[config.mk]
export PLATFORM = sky130hd
export DESIGN_NAME = pipeline_ctrl
export DESIGN_NICKNAME = d
export VERILOG_FILES = /design/src/rtl/pipeline_ctrl.sv
export SDC_FILE = /design/constraint.sdc
export NUM_CORES = 1
export LEC_CHECK = 0
export ABC_AREA = 0
export CAP_MARGIN = 20
export CORE_MARGIN = 2
export CORE_UTILIZATION = 55
export CTS_BUF_LIST = sky130_fd_sc_hd__clkbuf_8
export DETAILED_ROUTE_END_ITERATION = 12
export DONT_BUFFER_PORTS = 1
export GPL_ROUTABILITY_DRIVEN = 0
export HOLD_SLACK_MARGIN = 0.06
export PLACE_DENSITY = 0.66
export SLEW_MARGIN = 10
export SYNTH_ARGS = -nofsm -noshare
export SYNTH_HDL_FRONTEND = slang
export SYNTH_SLANG_ARGS = --single-unit
[constraint.sdc]
create_clock -name clk -period 2.3 [get_ports clk]
set_input_delay 0.46 -clock clk [delete_from_list [all_inputs] [get_ports clk]]
set_output_delay 0.46 -clock clk [all_outputs]
set_load 0.005 [all_outputs]
[src/rtl/pipeline_ctrl.sv]
// Hazard controller for a 5-stage in-order pipeline: load-use interlock,
// mispredict flush, and memory-wait stall with a sticky timeout fault.
module pipeline_ctrl #(
  parameter int unsigned MAX_WAIT = 4  // legal range 1..255
) (
  input  logic        clk,
  input  logic        rst_n,
  input  logic [4:0]  ID_rs1,
  input  logic [4:0]  ID_rs2,
  input  logic        ID_uses_rs2,
  input  logic        ID_EX_memread,
  input  logic [4:0]  ID_EX_rd,
  input  logic        EX_branch,
  input  logic        EX_mispredict,
  input  logic        MEM_req,
  input  logic        MEM_ack,
  output logic        pc_stall,
  output logic        IF_ID_stall,
  output logic        ID_EX_stall,
  output logic        EX_MEM_stall,
  output logic        IF_ID_flush,
  output logic        ID_EX_flush,
  output logic        MEM_WB_bubble,
  output logic        mem_timeout,
  output logic [1:0]  ctrl_state,
  output logic [15:0] stall_count
);

  typedef enum logic [1:0] {
    RUN      = 2'b00,
    MEM_WAIT = 2'b01,
    FAULT    = 2'b10
  } state_e;

  localparam logic [7:0] WAIT_LIMIT = 8'(MAX_WAIT);

  state_e      state_q, state_d;
  logic [7:0]  wait_cnt_q, wait_cnt_d;
  logic [15:0] stall_count_q, stall_count_d;

  logic lu, mh, mp;

  assign lu = ID_EX_memread && (ID_EX_rd != 5'd0) &&
              ((ID_EX_rd == ID_rs1) || (ID_uses_rs2 && (ID_EX_rd == ID_rs2)));
  assign mh = MEM_req && !MEM_ack;
  assign mp = EX_branch && EX_mispredict;

  always_comb begin
    // NOTE: every output of this block gets a default first so no path
    // through the case statement can infer a latch.
    state_d       = state_q;
    wait_cnt_d    = wait_cnt_q;
    pc_stall      = 1'b0;
    IF_ID_stall   = 1'b0;
    ID_EX_stall   = 1'b0;
    EX_MEM_stall  = 1'b0;
    IF_ID_flush   = 1'b0;
    ID_EX_flush   = 1'b0;
    MEM_WB_bubble = 1'b0;

    unique case (state_q)
      RUN: begin
        if (mh) begin
          {pc_stall, IF_ID_stall, ID_EX_stall, EX_MEM_stall, MEM_WB_bubble} = '1;
          state_d    = MEM_WAIT;
          wait_cnt_d = 8'd1;
        end else if (mp) begin
          // The ID instruction is squashed, so a coincident load-use is moot.
          IF_ID_flush = 1'b1;
          ID_EX_flush = 1'b1;
        end else if (lu) begin
          pc_stall    = 1'b1;
          IF_ID_stall = 1'b1;
          ID_EX_flush = 1'b1;
        end
      end
      MEM_WAIT: begin
        if (MEM_ack) begin
          state_d    = RUN;
          wait_cnt_d = 8'd0;
        end else begin
          {pc_stall, IF_ID_stall, ID_EX_stall, EX_MEM_stall, MEM_WB_bubble} = '1;
          if (wait_cnt_q == WAIT_LIMIT) state_d = FAULT;
          else                          wait_cnt_d = wait_cnt_q + 8'd1;
        end
      end
      FAULT: begin
        {pc_stall, IF_ID_stall, ID_EX_stall, EX_MEM_stall, MEM_WB_bubble} = '1;
      end
      default: state_d = RUN;
    endcase

    // Outputs must read zero the moment reset asserts, not one edge later.
    if (!rst_n) begin
      {pc_stall, IF_ID_stall, ID_EX_stall, EX_MEM_stall} = '0;
      {IF_ID_flush, ID_EX_flush, MEM_WB_bubble}           = '0;
    end

    stall_count_d = stall_count_q;
    if (pc_stall && (stall_count_q != 16'hFFFF)) stall_count_d = stall_count_q + 16'd1;
  end

  always_ff @(posedge clk or negedge rst_n) begin
    // NOTE: sequential state uses non-blocking assignments so every flop
    // samples pre-edge values regardless of statement order.
    if (!rst_n) begin
      state_q       <= RUN;
      wait_cnt_q    <= 8'd0;
      stall_count_q <= 16'd0;
    end else begin
      state_q       <= state_d;
      wait_cnt_q    <= wait_cnt_d;
      stall_count_q <= stall_count_d;
    end
  end

  assign mem_timeout = (state_q == FAULT);
  assign ctrl_state  = state_q;
  assign stall_count = stall_count_q;

endmodule

# --- Word level (Yosys, flattened, before mapping) ---
# Cells that the tools add are included.
classes:
  reduce_logical: 13
  bitwise: 1
  eq_ne: 9
  mux: 25
  add_sub_neg: 2
op_table:
  columns: ["operator", "n"]
  rows:
  - ["8-bit 2-to-1 mux", 3]
  - ["16-bit by 1-bit adder with 16-bit output, second input constant", 1]
  - ["16-bit != test, second input constant", 1]
  - ["8-bit case mux with 2 select lines", 1]
  - ["1-bit 2-to-1 mux", 15]
  - ["5-bit == test", 2]
  - ["8-bit by 1-bit adder with 8-bit output, second input constant", 1]
  - ["8-bit by 3-bit == test with 1-bit output, second input constant", 1]
  - ["1-bit logical AND", 6]
  - ["2-bit 2-to-1 mux", 3]
  - ["3-bit != test, second input constant", 2]
  - ["1-bit case mux with 3 select lines", 2]
  - ["2-bit case mux with 3 select lines", 1]
  - ["3-bit AND reduction", 2]
  - ["5-bit nonzero test", 1]
  - ["2-bit by 1-bit == test with 1-bit output, second input constant", 1]
  - ["2-bit == test, second input constant", 1]
  - ["2-bit logical NOT", 1]
  - ["2-bit != test, second input constant", 1]
  - ["2-bit nonzero test", 1]
  - ["1-bit logical NOT", 1]
  - ["1-bit logical OR", 1]
  - ["1-bit inverter", 1]
word_totals:
  output_inout_bits: 26
  register_bits: 26
  in_bits: 23
  elab_cells: 53

# --- Longest topological paths before layout ---
logic_depth:
  depth_word: 10
  depth_mapped: 8
  mapped_depth_nobuf: 8

# --- Least setup slack after synthesis ---
# OpenSTA, ideal clock, no wires.
synth_path:
  kind: "input to register"
  startpoint: "input ID_EX_rd[1]"
  endpoint: "register stall_count_q[1] (netlist: stall_count[1])"
  n_path_buf: 1
  setup_ps: 127
  cell_stages: 6
  setup_slack_ps: 286
  required_time_ps: 2173
  arrival_time_ps: 1886
  path_cell_list: "or4_1 > o21ai_2 > a211oi_2 > a21oi_4 > buf_6 > mux2_1"
synth_between:
  elab_chain_cells: 10
  elab_cells_between_ends: 13
  classes_between: "eq/ne (2); mux (5); reduce/logical (6)"
synth_rtl:
  columns: ["item", "line_no", "source"]
  rows:
  - ["start: declaration", "12", "input logic [4:0] ID_EX_rd,"]
  - ["5-bit == test", "44", "((ID_EX_rd == ID_rs1) || (ID_uses_rs2 && (ID_EX_rd == ID_rs2)));"]
  - ["1-bit logical AND", "44", null]
  - ["1-bit logical OR", "44", null]
  - ["1-bit logical AND (*)", "43", "assign lu = ID_EX_memread && (ID_EX_rd != 5'd0) &&"]
  - ["1-bit 2-to-1 mux (*)", "71", "end else if (lu) begin"]
  - ["1-bit 2-to-1 mux (*)", "67", "end else if (mp) begin"]
  - ["1-bit 2-to-1 mux (*)", "63", "if (mh) begin"]
  - ["1-bit case mux with 3 select lines (*)", "61", "unique case (state_q)"]
  - ["1-bit 2-to-1 mux (*)", "94", "if (!rst_n) begin"]
  - ["1-bit logical AND (*)", "100", "if (pc_stall && (stall_count_q != 16'hFFFF)) stall_count_d = stall_count_q + 16'd1;"]
  - ["end signal: assignment", "113", "stall_count_q <= stall_count_d;"]
  - ["end: declaration", "39", "logic [15:0] stall_count_q, stall_count_d;"]
# Mark *: on every way between the ends. The rest lies on a longest branch, timed or not.
# A chain may end at the register's enable or synchronous reset.

# --- Worst setup path after layout ---
layout_path:
  startpoint: "register stall_count_q[0] (netlist: stall_count[0])"
  endpoint: "register stall_count_q[10] (netlist: stall_count[10])"
layout_between:
  elab_chain_cells: 2
  elab_cells_between_ends: 3
  classes_between: "add/sub (1); eq/ne (1); reduce/logical (1)"
layout_rtl:
  columns: ["item"]
  rows:
  - ["branches (longest 2 deep; another with 16-bit by 1-bit adder with 16-bit output)"]
# Several ways; the timed one is not identified.

==> impl_metrics.tcl <==
set metrics [dict create \
    finalNetCount 191 \
    firstDrtPassIters 4 \
    worstPathBufferInverterCount 1 \
    place_inst 189 \
    grt_overflow 0 \
    slew_viol_final 0 \
    utilization 0.626 \
    n_antenna_cell 0 \
    io_buffers 0 \
    grt_start_max_net_pins 27 \
    path_class "reg -> reg" \
    leakagePower_uw 0.000753 \
    vias 1122 \
    vias_per_cell 5.75 \
    drc 0 \
    status "completed" \
    htree_levels 1 \
    min_period_ns 2.04 \
    fin_area_mm2 0.00168 \
    ios 49 \
    hpwlAfterDp_um 2140 \
    fin_cells 195 \
    cp_data_required_time_ns 2.50 \
    synth.cell_area_mm2 0.00153 \
    fmax_mhz 491 \
    chipHeight_um 56.7 \
    postRouteAntennaNets 0 \
    synth_edf_count 0 \
    path_max_fanout 9 \
    arrival_ns 2.23 \
    drt_iter0_drc 57 \
    finalClockSkew_ns 0.00466 \
    wl_per_cell_um 14.3 \
    hold_viol_final 0 \
    routed_wl_um 2790 \
    slowest_delay_ns 0.44 \
    syn_nets 184 \
    cts.path.max_buffers 2 \
    synth_cell_type_count 33 \
    dieArea_mm2 0.00322 \
    fin_setup_tns_ns 0 \
    detailed_place.area_mm2 0.00158 \
    clk_latency_ns 0.27 \
    fin_crit_sh 0.886 \
    grt_pass1_wl_um 4800 \
    die_w_um 56.7 \
    avgSynthCellArea_um2 9.68 \
    clk_pin_slew_ns 0.09 \
    cts_buffers 3 \
    gr-usage-all-layers 0.185 \
    ys_seq_elements 26 \
    start_util 0.569 \
    cp-end-kind "flop" \
    core-area_mm2 0.00269 \
    total_power_uw 1210 \
    synth_flop_cell "dfrtp_1" \
    cts-root-buf "clkbuf_8" \
    grt_pass1_vias 1095 \
    hold_path.class "in -> reg" \
    cts_sinks 26 \
    row_count 19 \
    syn_to_final_growth_pct 9.90 \
    post_route_cells_drive_above_1_share 0.128 \
    ctsResizeCount 0 \
    yosys_warnings 0 \
    async_reset_ff_frac 1.00 \
    tightest_slew_ns 0.399 \
    antenna_found_initial 0 \
    grt_setup_unrepaired "no" \
    setup_viol 0 \
    max_slew_margin 0.733 \
    critical-path-top-delay-family "compound AO/OA/AOI/OAI gates" \
    power_density_mw_per_mm2 720 \
    cp_cell_sequence "ha_1 > nand4_1 > nor2_1 > a211oi_1 > a21oi_4 > buf_12 > nor4_1 > xor2_1" \
    yosysSeqAreaShare 0.426 \
    peakVddDrop_v 0.000562 \
    synthCells 158 \
    cts_tree "yes" \
    crit_path_start_kind "flop" \
    cp_slowest_cell "dfrtp_1" \
    cap_violations 0 \
]
-- cell type report --
| type | count | area, um2 |
|---|---|---|
| well taps | 31 | 38.8 |
| multi-input cells | 119 | 810 |
| inverters | 8 | 30.0 |
| clock inverters | 1 | 30.0 |
| fillers | 227 | 1010 |
| flip-flops and latches | 26 | 651 |
| clock buffers | 3 | 41.3 |
| repair buffers | 7 | 80.1 |
-- state kept, by name (all words and copies together), names as in the netlist --
signal       count
stall_count     16
ctrl_state       2
wait_cnt_q       8
-- timing repair --
action / in CTS / in global routing
hold buffers: 2 / 0
endpoints found under the hold margin: 26 / 0
endpoints found under the setup margin: 0 / 0
setup buffers: 0 / 0
-- logic make-up (layout without fill, tap and decap cells) --
kind of cell | Yosys count | in the layout | synth area share
AO/OA/AOI/OAI | 17 | 17 | 0.0827
XOR/XNOR | 31 | 31 | 0.178
adder cells (fa/ha/maj) | 3 | 3 | 0.0246
buffers and inverters | 13 | 19 | 0.0450
flip-flops | 26 | 26 | 0.426
multiplexers | 1 | 1 | 0.00736
AND/OR/NAND/NOR | 67 | 67 | 0.237
-- worst paths after layout --
| kind | startpoint | endpoint | slack (ns) | cells after the start |
|---|---|---|---|---|
| min | MEM_ack | ctrl_state[0] | 0.39 | 3 |
| max in group asynchronous | rst_n | stall_count[14] | 1.54 | 2 |
| max | stall_count[0] | stall_count[10] | 0.26 | 8 |
| min in group asynchronous | rst_n | wait_cnt_q[3] | 0.61 | 2 |
| max reg2reg | stall_count[0] | stall_count[10] | 0.26 | 8 |
| min reg2reg | stall_count[8] | stall_count[8] | 0.53 | 1 |
-- power breakdown --
group,internal [uW],switching [uW],total (uW),leakage (uW)
sequential,523,98.6,622,0.000336
combinational,107,109,216,0.000381
clock,233,140,373,0.0000357
-- tightest hold or removal path: stages --
cell and delay, ns:
nor2_1 0.05, nand2_1 0.07, a21oi_1 0.04
-- cell usage after synthesis, types with 2 or more instances --
library cell,count,area share
dfrtp_1,26,0.43
nor2_1,18,0.044
xor2_1,17,0.097
xnor2_1,14,0.080
nand2_1,12,0.029
nand4_1,10,0.041
inv_1,8,0.020
a21oi_1,5,0.016
nand3_1,5,0.016
and3_1,4,0.016
nor3_2,4,0.026
o21ai_0,4,0.013
buf_4,3,0.015
ha_1,3,0.025
nor3_1,3,0.0098
nor4_1,3,0.012
nand2b_1,2,0.0082
o22ai_1,2,0.0082
-- cell usage in the layout, fill, tap and decap left out --
master         Yosys  layout
a31o_2             1       1
a21oi_4            1       1
nand2_1           12      12
nand4_1           10      10
o21ai_0            4       4
or2_2              1       1
nor3_1             3       3
nand2b_1           2       2
and2b_1            1       1
nor4b_1            1       1
nor3_2             4       4
buf_4              3       4
a21oi_1            5       5
buf_12             0       2
a211oi_1           1       1
nor3b_2            1       1
dfrtp_1           26      26
mux2_1             1       1
a311oi_2           1       1
ha_1               3       3
a211oi_2           1       1
dlygate4sd3_1      0       1
nor4_1             3       3
clkbuf_8           0       3
and3_1             4       4
xnor2_1           14      14
xor2_1            17      17
and4_1             1       1
o21ai_2            1       1
nor2_1            18      18
nand3_1            5       5
or4_1              1       1
o22ai_1            2       2
bufinv_16          0       1
inv_1              8       8
-- through the flow --
step / setup slack [ns] / hold slack (ns)
after floorplan: 0.286 / 0.164
after global placement: 0.282 / 0.165
after detailed placement: 0.261 / 0.165
after CTS: 0.245 / 0.384
after global routing: 0.0598 / 0.393
final: 0.263 / 0.387
-- metal layers --
| layer | wire length (um) | track usage | part of all wire | up-vias |
|---|---|---|---|---|
| met1 | 1280 | 0.243 | 0.46 | 541 |
| met3 | 146 | 0.0461 | 0.052 | 0 |
| met5 | 0 | 0 | 0 | - |
| met2 | 1360 | 0.309 | 0.49 | 29 |
| li1 | - | - | - | 552 |
| met4 | 0 | 0.0374 | 0 | 0 |
No activity file was read; power rests on OpenSTA's default activity.
